**src/rtl/adc_raw_accum_if.sv**
```systemverilog
// -----------------------------------------------------------------------------
// adc_raw_accum_if
// Purpose : Carries the two AXI-Stream window-sum channels (current and
//           voltage) from the raw ADC accumulator to the fixed-to-float IP.
// Signals : c_sum_axis_tdata/tvalid/tready  current-channel sum stream
//           v_sum_axis_tdata/tvalid/tready  voltage-channel sum stream
// Modports: master - stream source (accumulator)
//           slave  - stream sink (float IP)
// -----------------------------------------------------------------------------
interface adc_raw_accum_if #(
   parameter int OUT_WIDTH = 32
);
   logic [OUT_WIDTH-1:0] c_sum_axis_tdata;
   logic                 c_sum_axis_tvalid;
   logic                 c_sum_axis_tready;
   logic [OUT_WIDTH-1:0] v_sum_axis_tdata;
   logic                 v_sum_axis_tvalid;
   logic                 v_sum_axis_tready;

   modport master (
      output c_sum_axis_tdata, c_sum_axis_tvalid,
      output v_sum_axis_tdata, v_sum_axis_tvalid,
      input  c_sum_axis_tready, v_sum_axis_tready
   );

   modport slave (
      input  c_sum_axis_tdata, c_sum_axis_tvalid,
      input  v_sum_axis_tdata, v_sum_axis_tvalid,
      output c_sum_axis_tready, v_sum_axis_tready
   );
endinterface

```
**src/rtl/adc_raw_accum.sv**
```systemverilog
// -----------------------------------------------------------------------------
// adc_raw_accum
// Purpose : Sums AVG_CNT consecutive raw (offset-binary) ADC samples per
//           channel and presents each window sum, zero-extended to OUT_WIDTH,
//           as an AXI-Stream word to the downstream fixed-to-float stage.
// Ports   : i_clk          system clock
//           i_rst          synchronous reset, active-high
//           i_en           accumulate enable (low = idle, window cleared)
//           i_adc_valid    sample strobe, both channels valid
//           i_c_adc_data   current-channel raw sample
//           i_v_adc_data   voltage-channel raw sample
//           sum_axis       window-sum streams (master side)
//           o_sample_cnt   samples taken in the current window
//           o_ovf          sticky flag: a window sum pair was dropped
//           i_ovf_clr      clears o_ovf (a same-cycle drop wins)
// -----------------------------------------------------------------------------
module adc_raw_accum #(
   parameter int ADC_WIDTH = 24,
   parameter int AVG_LOG2  = 4,
   parameter int AVG_CNT   = 2**AVG_LOG2,
   parameter int OUT_WIDTH = 32
) (
   input  logic                 i_clk,
   input  logic                 i_rst,
   input  logic                 i_en,
   input  logic                 i_adc_valid,
   input  logic [ADC_WIDTH-1:0] i_c_adc_data,
   input  logic [ADC_WIDTH-1:0] i_v_adc_data,
   adc_raw_accum_if.master      sum_axis,
   output logic [AVG_LOG2-1:0]  o_sample_cnt,
   output logic                 o_ovf,
   input  logic                 i_ovf_clr
);
   localparam int SUM_W = ADC_WIDTH + AVG_LOG2;

   typedef enum logic {ST_IDLE, ST_ACC} state_t;

   state_t              state_q, state_d;
   logic [AVG_LOG2-1:0] cnt_q, cnt_d;
   logic                ovf_q, ovf_d;

   logic                active_w;     // accumulating and still enabled this cycle
   logic                take_w;       // sample accepted into the window
   logic                last_w;       // accepted sample closes the window
   logic                load_w;       // both output slots free: publish sums
   logic                drop_w;       // a slot is busy: discard both sums

   // Channel 0 = current, channel 1 = voltage
   logic [ADC_WIDTH-1:0] data_w      [2];
   logic                 tready_w    [2];
   logic                 slot_free_w [2];
   logic                 tvalid_w    [2];
   logic [OUT_WIDTH-1:0] tdata_w     [2];

   assign data_w[0]   = i_c_adc_data;
   assign data_w[1]   = i_v_adc_data;
   assign tready_w[0] = sum_axis.c_sum_axis_tready;
   assign tready_w[1] = sum_axis.v_sum_axis_tready;

   // ---------------- FSM ----------------
   always_ff @(posedge i_clk) begin
      if (i_rst) state_q <= ST_IDLE;
      else       state_q <= state_d;
   end

   always_comb begin
      state_d = state_q;
      case (state_q)
         ST_IDLE: if (i_en)  state_d = ST_ACC;
         ST_ACC:  if (!i_en) state_d = ST_IDLE;
         default:            state_d = ST_IDLE;
      endcase
   end

   // A strobe on the cycle i_en drops is ignored, and leaving ST_ACC wipes
   // the partial window so re-enabling always starts from an empty window.
   assign active_w = (state_q == ST_ACC) && i_en;
   assign take_w   = active_w && i_adc_valid;
   assign last_w   = take_w && (cnt_q == AVG_LOG2'(AVG_CNT - 1));
   // Channels are published as a pair so the float stage never sees them skew
   assign load_w   = last_w && slot_free_w[0] && slot_free_w[1];
   assign drop_w   = last_w && !(slot_free_w[0] && slot_free_w[1]);

   always_comb begin
      cnt_d = cnt_q;
      if (!active_w)   cnt_d = '0;
      else if (take_w) cnt_d = cnt_q + AVG_LOG2'(1);   // wraps to 0 at window end
   end

   always_comb begin
      ovf_d = ovf_q;
      if (drop_w)         ovf_d = 1'b1;
      else if (i_ovf_clr) ovf_d = 1'b0;
   end

   always_ff @(posedge i_clk) begin
      if (i_rst) begin
         cnt_q <= '0;
         ovf_q <= 1'b0;
      end else begin
         cnt_q <= cnt_d;
         ovf_q <= ovf_d;
      end
   end

   // ---------------- per-channel datapath ----------------
   for (genvar gi = 0; gi < 2; gi++) begin : g_ch
      logic [SUM_W-1:0]     acc_q, acc_d;
      logic [SUM_W-1:0]     sum_w;
      logic [OUT_WIDTH-1:0] tdata_q, tdata_d;
      logic                 tvalid_q, tvalid_d;

      // SUM_W bits hold AVG_CNT full-scale samples, so this never wraps
      assign sum_w = acc_q + SUM_W'(data_w[gi]);
      // Slot counts as free if the word in it is being accepted this cycle
      assign slot_free_w[gi] = !tvalid_q || tready_w[gi];

      always_comb begin
         acc_d = acc_q;
         if (!active_w || last_w) acc_d = '0;
         else if (take_w)         acc_d = sum_w;
      end

      always_comb begin
         tdata_d  = tdata_q;
         tvalid_d = tvalid_q;
         if (load_w) begin
            tdata_d  = OUT_WIDTH'(sum_w);
            tvalid_d = 1'b1;
         end else if (tvalid_q && tready_w[gi]) begin
            tvalid_d = 1'b0;
         end
      end

      always_ff @(posedge i_clk) begin
         if (i_rst) begin
            acc_q    <= '0;
            tdata_q  <= '0;
            tvalid_q <= 1'b0;
         end else begin
            acc_q    <= acc_d;
            tdata_q  <= tdata_d;
            tvalid_q <= tvalid_d;
         end
      end

      assign tdata_w[gi]  = tdata_q;
      assign tvalid_w[gi] = tvalid_q;
   end

   assign sum_axis.c_sum_axis_tdata  = tdata_w[0];
   assign sum_axis.c_sum_axis_tvalid = tvalid_w[0];
   assign sum_axis.v_sum_axis_tdata  = tdata_w[1];
   assign sum_axis.v_sum_axis_tvalid = tvalid_w[1];
   assign o_sample_cnt               = cnt_q;
   assign o_ovf                      = ovf_q;
endmodule

```
**src/flat_wrapper.sv**
```systemverilog
// flat-port wrapper written by rule: the top's interface ports become plain ports
module adc_raw_accum_flat 
#(
   parameter int ADC_WIDTH = 24,
   parameter int AVG_LOG2  = 4,
   parameter int AVG_CNT   = 2**AVG_LOG2,
   parameter int OUT_WIDTH = 32
)
  (i_clk, i_rst, i_en, i_adc_valid, i_c_adc_data, i_v_adc_data, o_sample_cnt, o_ovf, i_ovf_clr, sum_axis_c_sum_axis_tdata, sum_axis_c_sum_axis_tvalid, sum_axis_v_sum_axis_tdata, sum_axis_v_sum_axis_tvalid, sum_axis_c_sum_axis_tready, sum_axis_v_sum_axis_tready);
  adc_raw_accum_if #(.OUT_WIDTH(OUT_WIDTH)) sum_axis_i ();
  input  logic i_clk;
  input  logic i_rst;
  input  logic i_en;
  input  logic i_adc_valid;
  input  logic [ADC_WIDTH-1:0] i_c_adc_data;
  input  logic [ADC_WIDTH-1:0] i_v_adc_data;
  output logic [AVG_LOG2-1:0] o_sample_cnt;
  output logic o_ovf;
  input  logic i_ovf_clr;
  output wire logic [$bits(sum_axis_i.c_sum_axis_tdata)-1:0] sum_axis_c_sum_axis_tdata;
  output wire logic [$bits(sum_axis_i.c_sum_axis_tvalid)-1:0] sum_axis_c_sum_axis_tvalid;
  output wire logic [$bits(sum_axis_i.v_sum_axis_tdata)-1:0] sum_axis_v_sum_axis_tdata;
  output wire logic [$bits(sum_axis_i.v_sum_axis_tvalid)-1:0] sum_axis_v_sum_axis_tvalid;
  input wire logic [$bits(sum_axis_i.c_sum_axis_tready)-1:0] sum_axis_c_sum_axis_tready;
  input wire logic [$bits(sum_axis_i.v_sum_axis_tready)-1:0] sum_axis_v_sum_axis_tready;
  assign sum_axis_c_sum_axis_tdata = sum_axis_i.c_sum_axis_tdata;
  assign sum_axis_c_sum_axis_tvalid = sum_axis_i.c_sum_axis_tvalid;
  assign sum_axis_v_sum_axis_tdata = sum_axis_i.v_sum_axis_tdata;
  assign sum_axis_v_sum_axis_tvalid = sum_axis_i.v_sum_axis_tvalid;
  assign sum_axis_i.c_sum_axis_tready = sum_axis_c_sum_axis_tready;
  assign sum_axis_i.v_sum_axis_tready = sum_axis_v_sum_axis_tready;
  adc_raw_accum #(.ADC_WIDTH(ADC_WIDTH), .AVG_LOG2(AVG_LOG2), .AVG_CNT(AVG_CNT), .OUT_WIDTH(OUT_WIDTH)) u_core (.i_clk(i_clk), .i_rst(i_rst), .i_en(i_en), .i_adc_valid(i_adc_valid), .i_c_adc_data(i_c_adc_data), .i_v_adc_data(i_v_adc_data), .sum_axis(sum_axis_i), .o_sample_cnt(o_sample_cnt), .o_ovf(o_ovf), .i_ovf_clr(i_ovf_clr));
endmodule
```
**config.mk**
```make
export PLATFORM = sky130hd
export DESIGN_NAME = adc_raw_accum_flat
export DESIGN_NICKNAME = d
export VERILOG_FILES = /design/src/rtl/adc_raw_accum_if.sv /design/src/rtl/adc_raw_accum.sv /design/src/flat_wrapper.sv
export SDC_FILE = /design/constraint.sdc
export NUM_CORES = 1
export LEC_CHECK = 0
export BUFFER_PORTS_ARGS = -buffer_cell sky130_fd_sc_hd__buf_2
export CAP_MARGIN = 0
export CORE_MARGIN = 1
export CORE_UTILIZATION = 61
export DETAILED_ROUTE_END_ITERATION = 8
export PLACE_DENSITY = 0.86
export RECOVER_POWER = 25
export SLEW_MARGIN = 20
export SYNTH_ARGS = -nofsm -noshare
export SYNTH_HDL_FRONTEND = slang
export SYNTH_SLANG_ARGS = --single-unit
```
**constraint.sdc**
```tcl
create_clock -name i_clk -period 5.8 [get_ports i_clk]
set_input_delay 0.58 -clock i_clk [delete_from_list [all_inputs] [get_ports i_clk]]
set_output_delay 0.58 -clock i_clk [all_outputs]
set_load 0.03 [all_outputs]
```
==> metrics.md, run 1 <==
| Metric | Value |
|---|---|
| Slew of the pin with the lowest slew margin | 1050 ps |
| Met2 Track Usage GR | 0.500 |
| Power share of the sequential group | 0.413 |
| Total Neg Setup Slack | 0 ps |
| Routed wire length | 18.0 mm |
| Portion of the post-synthesis area used by sequential elements | 0.334 |
| Ratio of cells with drive above 1 in the final layout | 0.133 |
| Number of flip-flops and latches in the synthesized netlist | 120 |
| Area growth syn-to-layout | 15.6% |
| Die boundary width | 111 um |
| Number of maximum-capacitance constraint violations | 0 |
| Number of buffers created by CTS | 17 |
| Number of global-route vias before repair | 6,547 |
| TritonCTS clock tree | done |
| Synth cell types | 73 |
| Maximum number of pins on one net before global-route repair | 59 |
| Share of synthesized cell area in full adder, half adder and majority cells | 0.0908 |
| Placed cells | 1,143 |
| Smallest setup slack after layout | 2320 ps |
| Core Util, Final | 0.725 |
| Remaining global-route overflow | 0 |
| Maximum net fanout on the critical path | 53 |
| Half-perimeter wire length after placement | 12.2 mm |
| Arrival @ worst endpoint | 3770 ps |
| Clock network fraction of total power | 0.518 |
| Chip Height | 111 um |
| Pre-CTS setup slack | 1970 ps |
| Busiest layer in global routing | met2 |
| Hold Crit Start | i_en |
| Total DRC errors in the routed layout | 0 |
| Classification of the worst setup path | register to register |
| Final number of max-transition violations | 0 |
| Sinks on the clock net | 120 |
| Outcome | complete, no violations |
| Antenna violations before repair | 0 |
| Average wire length per cell after detail routing | 15.3 um |
| CTS Root Buffer Type | sky130_fd_sc_hd__clkbuf_16 |
| Mean number of vias per cell | 5.96 |
| Die Outline Area | 12,200 um^2 |
| Post-detailed-route count of antenna-violating nets | 0 |
| DR pass1 iterations | 5 |
| Routability-driven placement congestion ratio | 0.925 |
| H-tree Lvls | 4 |
| Peak supply drop | 0.214 mV |
| PortBufs | 117 |
| Xor and xnor area share after synthesis | 0.0499 |
| Ys Warns | 0 |
| Final-layout fill cell count | 948 |
| Met1 Use GR | 0.380 |
| M3 GR Usage | 0.0686 |
| Total count of hold-check failures in the final report | 0 |
| Leakage Power | 3.40 nW |
| Worst Hold Slack | 429 ps |
| Share of synthesized flip-flops with an asynchronous set or reset | 0 |
| Clock slew at the register clock pins of the worst setup and hold paths | 60 ps |
| Clock latency on the worst-skew pair | 430 ps |
| Detailed-route via count | 6,999 |
| Most instantiated flip-flop cell in the synthesis netlist | sky130_fd_sc_hd__dfxtp_1 |
| Final Skew | 9.97 ps |
| Multiplexer share of the synthesized area | 0.00696 |
| Sw power | 458 uW |
| PwrDens | 241 nW/um^2 |
| Share of the clock period used by the worst path | 0.601 |
| Total global routing track utilization | 0.301 |
| Total number of placement rows | 39 |
| EDFF count, synth | 0 |
| Total core area | 11,500 um^2 |
| Maximum buffer depth of the clock tree | 2 |
| Path category of the worst min-delay check | primary input to register |
| Post-Synth Simple-Gate Area | 0.230 |
| Switching power share of the total | 0.229 |
| Combinational family with the most area after synthesis | compound AO/OA/AOI/OAI gates |
| Startpoint kind of the worst setup timing path | register |
| Setup bufs post-CTS | 0 |
| Min Tclk post-route | 3480 ps |
| Compound-cell area share of the yosys netlist | 0.244 |
| Final cell count without fillers | 1,174 |
| Launching point of the worst reg2reg path | u_core.state_q$_SDFF_PP0_ |
| Global-route wire length before repair | 30.1 mm |
| Number of setup violations in the final report | 0 |
| Effective utilization at floorplan | 0.627 |
| Register-to-register setup slack | 2320 ps |
| Number of instances in the synthesized netlist | 928 |
| Hold Buf Count CTS | 0 |
| Post-Syn Area | 7190 um^2 |
| N_diodes | 0 |
| Post-cts repair resize count | 0 |
| Endpoint class of the critical path | register |
| Setup repair after global routing missed its margin | false |
| CP required | 6080 ps |
| Achievable Freq | 287 MHz |
| Share of total power in combinational logic | 0.069 |
| Number of top-level design ports | 126 |
| Drt first-iter violations | 436 |
| Internal Dissipation | 1.54 mW |
| Mean instance size in the synthesized netlist | 7.75 um^2 |
| Nets@finish | 1,125 |
| Launch point of the worst path | u_core.state_q$_SDFF_PP0_ |
| Worst rel slew slack | 0.297 |
==> power by group through the flow <==
stage / clock, mW / combinational, mW / sequential, mW
after floorplan: 0 / 0.0979 / 0.844
after global placement: 0 / 0.134 / 0.844
after detailed placement: 0 / 0.136 / 0.844
after CTS: 1.04 / 0.137 / 0.827
after global routing: 1.08 / 0.152 / 0.826
final: 1.04 / 0.139 / 0.827
==> sequential cells by signal (all words and copies together) (netlist names) <==
name and count:
u_core.sum_axis.v_sum_axis_tvalid 1, u_core.o_ovf 1, u_core.sum_axis.c_sum_axis_tdata 28, u_core.g_ch.acc_q 56, u_core.state_q 1, u_core.sum_axis.c_sum_axis_tvalid 1
u_core.o_sample_cnt 4, u_core.sum_axis.v_sum_axis_tdata 28
==> synth_stat cells (6+ instances only) <==
cell	number	area, um^2
sky130_fd_sc_hd__nand2_1	190	713
sky130_fd_sc_hd__a21oi_1	130	651
sky130_fd_sc_hd__dfxtp_1	120	2400
sky130_fd_sc_hd__nor2_1	55	206
sky130_fd_sc_hd__ha_1	49	613
sky130_fd_sc_hd__clkbuf_1	41	154
sky130_fd_sc_hd__nand3_1	35	175
sky130_fd_sc_hd__o21ai_0	33	165
sky130_fd_sc_hd__a21o_1	25	188
sky130_fd_sc_hd__xnor2_1	23	201
sky130_fd_sc_hd__xor2_1	18	158
sky130_fd_sc_hd__inv_1	17	63.8
sky130_fd_sc_hd__a211oi_1	11	82.6
sky130_fd_sc_hd__nor3_1	11	55.1
sky130_fd_sc_hd__and3_1	10	62.6
sky130_fd_sc_hd__nand4_1	10	62.6
sky130_fd_sc_hd__or3_1	10	62.6
sky130_fd_sc_hd__buf_4	8	60.1
sky130_fd_sc_hd__nor4_1	8	50.1
sky130_fd_sc_hd__o21bai_1	8	60.1
sky130_fd_sc_hd__and2_1	7	43.8
sky130_fd_sc_hd__nand2b_1	6	37.5
sky130_fd_sc_hd__nor2b_1	6	37.5
==> routing by layer <==
metal | routed length (um) | vias to the layer above
met2 | 8310 | 257
met3 | 1230 | 48
met5 | 0 | -
met1 | 7990 | 3215
met4 | 470 | 0
li1 | - | 3479
==> worst paths after layout <==
kind / depth (start not counted) / end
worst max-delay path: 8 / u_core.sum_axis.v_sum_axis_tdata[27]$_SDFFE_PP0P_
worst min-delay path: 2 / u_core.state_q$_SDFF_PP0_
worst max register to register: 8 / u_core.sum_axis.v_sum_axis_tdata[27]$_SDFFE_PP0P_
worst min register to register: 2 / u_core.sum_axis.c_sum_axis_tdata[21]$_SDFFE_PP0P_
==> kinds of logic after synthesis <==
family                   after synthesis
adder cells (fa/ha/maj)               51
XOR/XNOR                              41
multiplexers                           5
AND/OR/NAND/NOR                      366
buffers and inverters                 74
other                                  1
flip-flops                           120
AO/OA/AOI/OAI                        270
==> critical path: stages, from the launching register on <==
cell and delay, ps:
sky130_fd_sc_hd__dfxtp_1 360, sky130_fd_sc_hd__and3_2 180, sky130_fd_sc_hd__buf_4 490, sky130_fd_sc_hd__nand2_1 220, sky130_fd_sc_hd__nor2_1 430, sky130_fd_sc_hd__nand3_2 750, sky130_fd_sc_hd__buf_4 510, sky130_fd_sc_hd__a311oi_1 290
sky130_fd_sc_hd__nor4b_1 80
==> final cells by class <==
| type | instances | area (um^2) | share of cell area |
|---|---|---|---|
| clock buffer | 22 | 484 | 0.0582 |
| clock inverter | 9 | 97.6 | 0.0117 |
| inverter | 17 | 63.8 | 0.00768 |
| multi-input combinational | 741 | 4520 | 0.543 |
| sequential | 120 | 2400 | 0.289 |
| tap | 143 | 179 | 0.0215 |
| timing repair buffer | 122 | 568 | 0.0683 |
==> metrics by stage <==
step,instance area [um^2],power (mW)
after global routing,8310,2.06
after CTS,8370,2.01
after floorplan,7220,0.942
after detailed placement,7790,0.980
final,8310,2.00
after global placement,7790,0.979
==> cell usage in the layout, fill, tap and decap left out, types with 3 or more instances in the layout <==
cell | Yosys | routed
sky130_fd_sc_hd__nand2_1 | 190 | 190
sky130_fd_sc_hd__a21oi_1 | 130 | 130
sky130_fd_sc_hd__dfxtp_1 | 120 | 120
sky130_fd_sc_hd__buf_2 | 3 | 73
sky130_fd_sc_hd__nor2_1 | 55 | 55
sky130_fd_sc_hd__ha_1 | 49 | 49
sky130_fd_sc_hd__clkbuf_1 | 41 | 45
sky130_fd_sc_hd__nand3_1 | 35 | 33
sky130_fd_sc_hd__o21ai_0 | 33 | 33
sky130_fd_sc_hd__a21o_1 | 25 | 25
sky130_fd_sc_hd__xnor2_1 | 23 | 23
sky130_fd_sc_hd__xor2_1 | 18 | 18
sky130_fd_sc_hd__inv_1 | 17 | 17
sky130_fd_sc_hd__clkbuf_16 | 0 | 17
sky130_fd_sc_hd__a211oi_1 | 11 | 11
sky130_fd_sc_hd__nor3_1 | 11 | 10
sky130_fd_sc_hd__or3_1 | 10 | 10
sky130_fd_sc_hd__nand4_1 | 10 | 10
sky130_fd_sc_hd__and3_1 | 10 | 9
sky130_fd_sc_hd__nor4_1 | 8 | 8
sky130_fd_sc_hd__o21bai_1 | 8 | 8
sky130_fd_sc_hd__conb_1 | 1 | 8
sky130_fd_sc_hd__and2_1 | 7 | 7
sky130_fd_sc_hd__nand2b_1 | 6 | 6
sky130_fd_sc_hd__nor2b_1 | 6 | 6
sky130_fd_sc_hd__clkinv_2 | 0 | 6
sky130_fd_sc_hd__mux2i_1 | 5 | 5
sky130_fd_sc_hd__a31oi_1 | 5 | 5
sky130_fd_sc_hd__buf_4 | 8 | 5
sky130_fd_sc_hd__a21oi_2 | 4 | 4
sky130_fd_sc_hd__o22ai_1 | 4 | 4
sky130_fd_sc_hd__o21ai_2 | 4 | 4
sky130_fd_sc_hd__clkbuf_8 | 0 | 4
sky130_fd_sc_hd__o21a_1 | 3 | 3
sky130_fd_sc_hd__o211ai_1 | 3 | 3
sky130_fd_sc_hd__nand3b_1 | 3 | 3
sky130_fd_sc_hd__nor3b_1 | 3 | 3
sky130_fd_sc_hd__and4_1 | 3 | 3
sky130_fd_sc_hd__o2111ai_1 | 3 | 3
sky130_fd_sc_hd__o21ai_1 | 3 | 3
(Power assumes the default switching activity.)
==> inputs of run 2 (changes only) <==
--- a/config.mk
+++ b/config.mk
@@ -5,12 +5,13 @@
 export SDC_FILE = /design/constraint.sdc
 export NUM_CORES = 1
 export LEC_CHECK = 0
+export ABC_AREA = 1
 export BUFFER_PORTS_ARGS = -buffer_cell sky130_fd_sc_hd__buf_2
 export CAP_MARGIN = 0
 export CORE_MARGIN = 1
-export CORE_UTILIZATION = 61
+export CORE_UTILIZATION = 59
 export DETAILED_ROUTE_END_ITERATION = 8
-export PLACE_DENSITY = 0.86
+export PLACE_DENSITY = 0.82
 export RECOVER_POWER = 25
 export SLEW_MARGIN = 20
 export SYNTH_ARGS = -nofsm -noshare
==> constraint.sdc (replaced) <==
create_clock -name i_clk -period 3.6 [get_ports i_clk]
set_input_delay 0.36 -clock i_clk [delete_from_list [all_inputs] [get_ports i_clk]]
set_output_delay 0.36 -clock i_clk [all_outputs]
set_load 0.03 [all_outputs]
==> run 2 against run 1 <==
  * Sequential share of layout area fell by 4.5 points
  * Total power up 62%
  * Utilization decreased by 4.5 points
  * Maximum frequency grew 39%
  * Register-to-register slack lost 1200 ps
  * Synthesized cell count is 57% higher
  * Sequential power up 61%
  * Cell count rose by 49%
  * Clock skew increased by 0.56 ps
  * The flow now finishes with violations (design-rule violations, max-capacitance violations, max-slew violations)
  * Via count increased by 25%
  * Largest power group unchanged
==> metrics.md, run 2 <==
| Metric | Value |
|---|---|
| Outcome | finished with violations |
| Violations in the final reports | design-rule violations, max-capacitance violations, max-slew violations |
| H-tree Lvls | 4 |
| Number of global-route vias before repair | 7,633 |
| Number of buffers created by CTS | 17 |
| Post-Syn Area | 8700 um^2 |
| Total number of placement rows | 44 |
| Leakage Power | 5.73 nW |
| Slew of the pin with the lowest slew margin | 1690 ps |
| Path category of the worst min-delay check | primary input to register |
| Mean instance size in the synthesized netlist | 5.98 um^2 |
| Ys Warns | 0 |
| Detailed-route via count | 8,750 |
| Sinks on the clock net | 120 |
| Chip Height | 123 um |
| Total Neg Setup Slack | 0 ps |
| Most common cell after layout, fill and taps aside | sky130_fd_sc_hd__nand2_1 |
| EDFF count, synth | 0 |
| N_diodes | 0 |
| Total core area | 14,500 um^2 |
| Core Util, Final | 0.680 |
| Maximum buffer depth of the clock tree | 2 |
| Area growth syn-to-layout | 13.1% |
| Arrival @ worst endpoint | 2870 ps |
| Dpl cell area | 9340 um^2 |
| Effective utilization at floorplan | 0.601 |
| Finished layout cell area | 9840 um^2 |
| Setup repair after global routing missed its margin | false |
| Clock slew at the register clock pins of the worst setup and hold paths | 50 ps |
| Routability-driven placement congestion ratio | 1.01 |
| PortBufs | 117 |
| Ratio of cells with drive above 1 in the final layout | 0.0827 |
| Synth cell types | 35 |
| Launching point of the worst reg2reg path | u_core.o_sample_cnt[0]$_SDFFE_PP0P_ |
| Startpoint kind of the worst setup timing path | register |
| Average wire length per cell after detail routing | 13.4 um |
| Number of top-level design ports | 126 |
| Register-to-register setup slack | 1100 ps |
| Number of maximum-capacitance constraint violations | 1 |
| Die Outline Area | 15,200 um^2 |
| Antenna violations before repair | 0 |
| Peak supply drop | 0.289 mV |
| Maximum number of pins on one net before global-route repair | 84 |
| Routed wire length | 23.5 mm |
| Clock latency on the worst-skew pair | 430 ps |
| Commonest cells after routing, fill and taps aside | sky130_fd_sc_hd__nand2_1, sky130_fd_sc_hd__inv_1, sky130_fd_sc_hd__nor2_1 |
| Min Tclk post-route | 2500 ps |
| Hold Buf Count CTS | 0 |
| CTS Root Buffer Type | sky130_fd_sc_hd__clkbuf_16 |
| Hold Crit Start | i_ovf_clr |
| Launch point of the worst path | u_core.o_sample_cnt[0]$_SDFFE_PP0P_ |
| Share of the clock period used by the worst path | 0.696 |
| Nets@finish | 1,666 |
| Final-layout fill cell count | 1,392 |
| Leading cell types by count after synthesis | sky130_fd_sc_hd__nand2_1, sky130_fd_sc_hd__inv_1, sky130_fd_sc_hd__nor2_1, sky130_fd_sc_hd__nand3_1, sky130_fd_sc_hd__dfxtp_1 |
| Half-perimeter wire length after placement | 17.4 mm |
| Share of synthesized flip-flops with an asynchronous set or reset | 0 |
| TritonCTS clock tree | done |
| Total count of hold-check failures in the final report | 0 |
| Top cells by area in the synthesized netlist | sky130_fd_sc_hd__dfxtp_1, sky130_fd_sc_hd__nand2_1, sky130_fd_sc_hd__inv_1 |
| Classification of the worst setup path | register to register |
| Maximum net fanout on the critical path | 44 |
| Final Skew | 10.5 ps |
| Most numerous cell in the Yosys netlist | sky130_fd_sc_hd__nand2_1 |
| Number of instances in the synthesized netlist | 1,456 |
| Worst rel slew slack | -0.127 |
| CP required | 3960 ps |
| Total DRC errors in the routed layout | 1 |
| Setup bufs post-CTS | 0 |
| Post-detailed-route count of antenna-violating nets | 0 |
| Number of setup violations in the final report | 0 |
| PwrDens | 330 nW/um^2 |
| Total global routing track utilization | 0.319 |
| Reg with most FFs | u_core.g_ch.acc_q |
| DR pass1 iterations | 7 |
| Drt first-iter violations | 715 |
| Global-route wire length before repair | 37.0 mm |
| Cell taking the most area after synthesis | sky130_fd_sc_hd__dfxtp_1 |
| Most instantiated flip-flop cell in the synthesis netlist | sky130_fd_sc_hd__dfxtp_1 |
| Achievable Freq | 399 MHz |
| Share of Yosys cell area claimed by the top area cell type | 0.276 |
| Remaining global-route overflow | 0 |
| Portion of the post-synthesis area used by sequential elements | 0.276 |
| Endpoint class of the critical path | register |
| Post-cts repair resize count | 0 |
| Number of flip-flops and latches in the synthesized netlist | 120 |
| Flip-flop count of the largest register after layout | 56 |
| Die boundary width | 123 um |
| Mean number of vias per cell | 4.99 |
| Final number of max-transition violations | 35 |
==> run 2: changes by cell type after synthesis, sizes merged, moves of 29 or more <==
cell / change
a21oi: -86
inv: +270
nand2: +266
nand3: +88
nor2: +123
o21a: +29
==> run 2: power breakdown <==
part           total, mW  internal (mW)  switching [mW]
sequential          1.33           1.33         0.00220
combinational      0.248         0.0774           0.170
clock               1.67           1.03           0.637
==> run 2: layout make-up <==
class | instances | area, um^2 | share of cell area
inverter | 287 | 1080 | 0.109
clock inverter | 7 | 68.8 | 0.00699
sequential | 120 | 2400 | 0.244
timing repair buffer | 122 | 581 | 0.0590
multi-input combinational | 1012 | 4980 | 0.506
clock buffer | 23 | 498 | 0.0506
tap | 184 | 230 | 0.0234
==> run 2: through the flow <==
| step | total power [mW] | hold WS, ps | cells | setup WS [ps] |
|---|---|---|---|---|
| 3_5_place_dp | 1.61 | 459 | 1725 | 1180 |
| 5_1_grt | 3.34 | 204 | 1755 | 900 |
| 6_report | 3.25 | 197 | 1755 | 1100 |
| 4_1_cts | 3.25 | 197 | 1755 | 1200 |
| 2_1_floorplan | 1.53 | 441 | 1463 | 1710 |
| 3_3_place_gp | 1.60 | 453 | 1725 | 1230 |
==> run 2: cell families after synthesis <==
group | share of synthesized area
AOI/OAI and AO/OA | 0.0831
xor gates and xnor gates | 0.0262
adders and majority gates | 0.0751
buffers and inverters | 0.153
DFF | 0.276
other | 0.000431
and+or+nand+nor | 0.386
==> run 2: worst paths after layout <==
check	end	cells past startpoint
setup / recovery	u_core.g_ch[1].acc_q[15]$_SDFFE_PP0P_	9
hold / removal	u_core.o_ovf$_SDFFE_PP0P_	4
setup reg to reg	u_core.g_ch[1].acc_q[15]$_SDFFE_PP0P_	9
hold reg to reg	u_core.o_ovf$_SDFFE_PP0P_	2
==> run 2: routing by layer <==
| layer | track usage | vias up | share of wire | routed length (um) |
|---|---|---|---|---|
| met4 | 0.0821 | 0 | 0.014 | 335 |
| met3 | 0.0581 | 27 | 0.056 | 1310 |
| met1 | 0.456 | 3827 | 0.51 | 11900 |
| li1 | - | 4651 | - | - |
| met5 | 0 | - | 0 | 0 |
| met2 | 0.489 | 245 | 0.42 | 9940 |
==> run 2: worst max-delay path, cell delays in order (launching register included) <==
cell	delay (ps)
sky130_fd_sc_hd__dfxtp_1	330
sky130_fd_sc_hd__ha_1	220
sky130_fd_sc_hd__nand2_2	90
sky130_fd_sc_hd__nor2_4	30
sky130_fd_sc_hd__nand2_1	150
sky130_fd_sc_hd__nand3_2	320
sky130_fd_sc_hd__inv_2	790
sky130_fd_sc_hd__o21ai_0	190
sky130_fd_sc_hd__o21bai_1	200
sky130_fd_sc_hd__inv_1	100
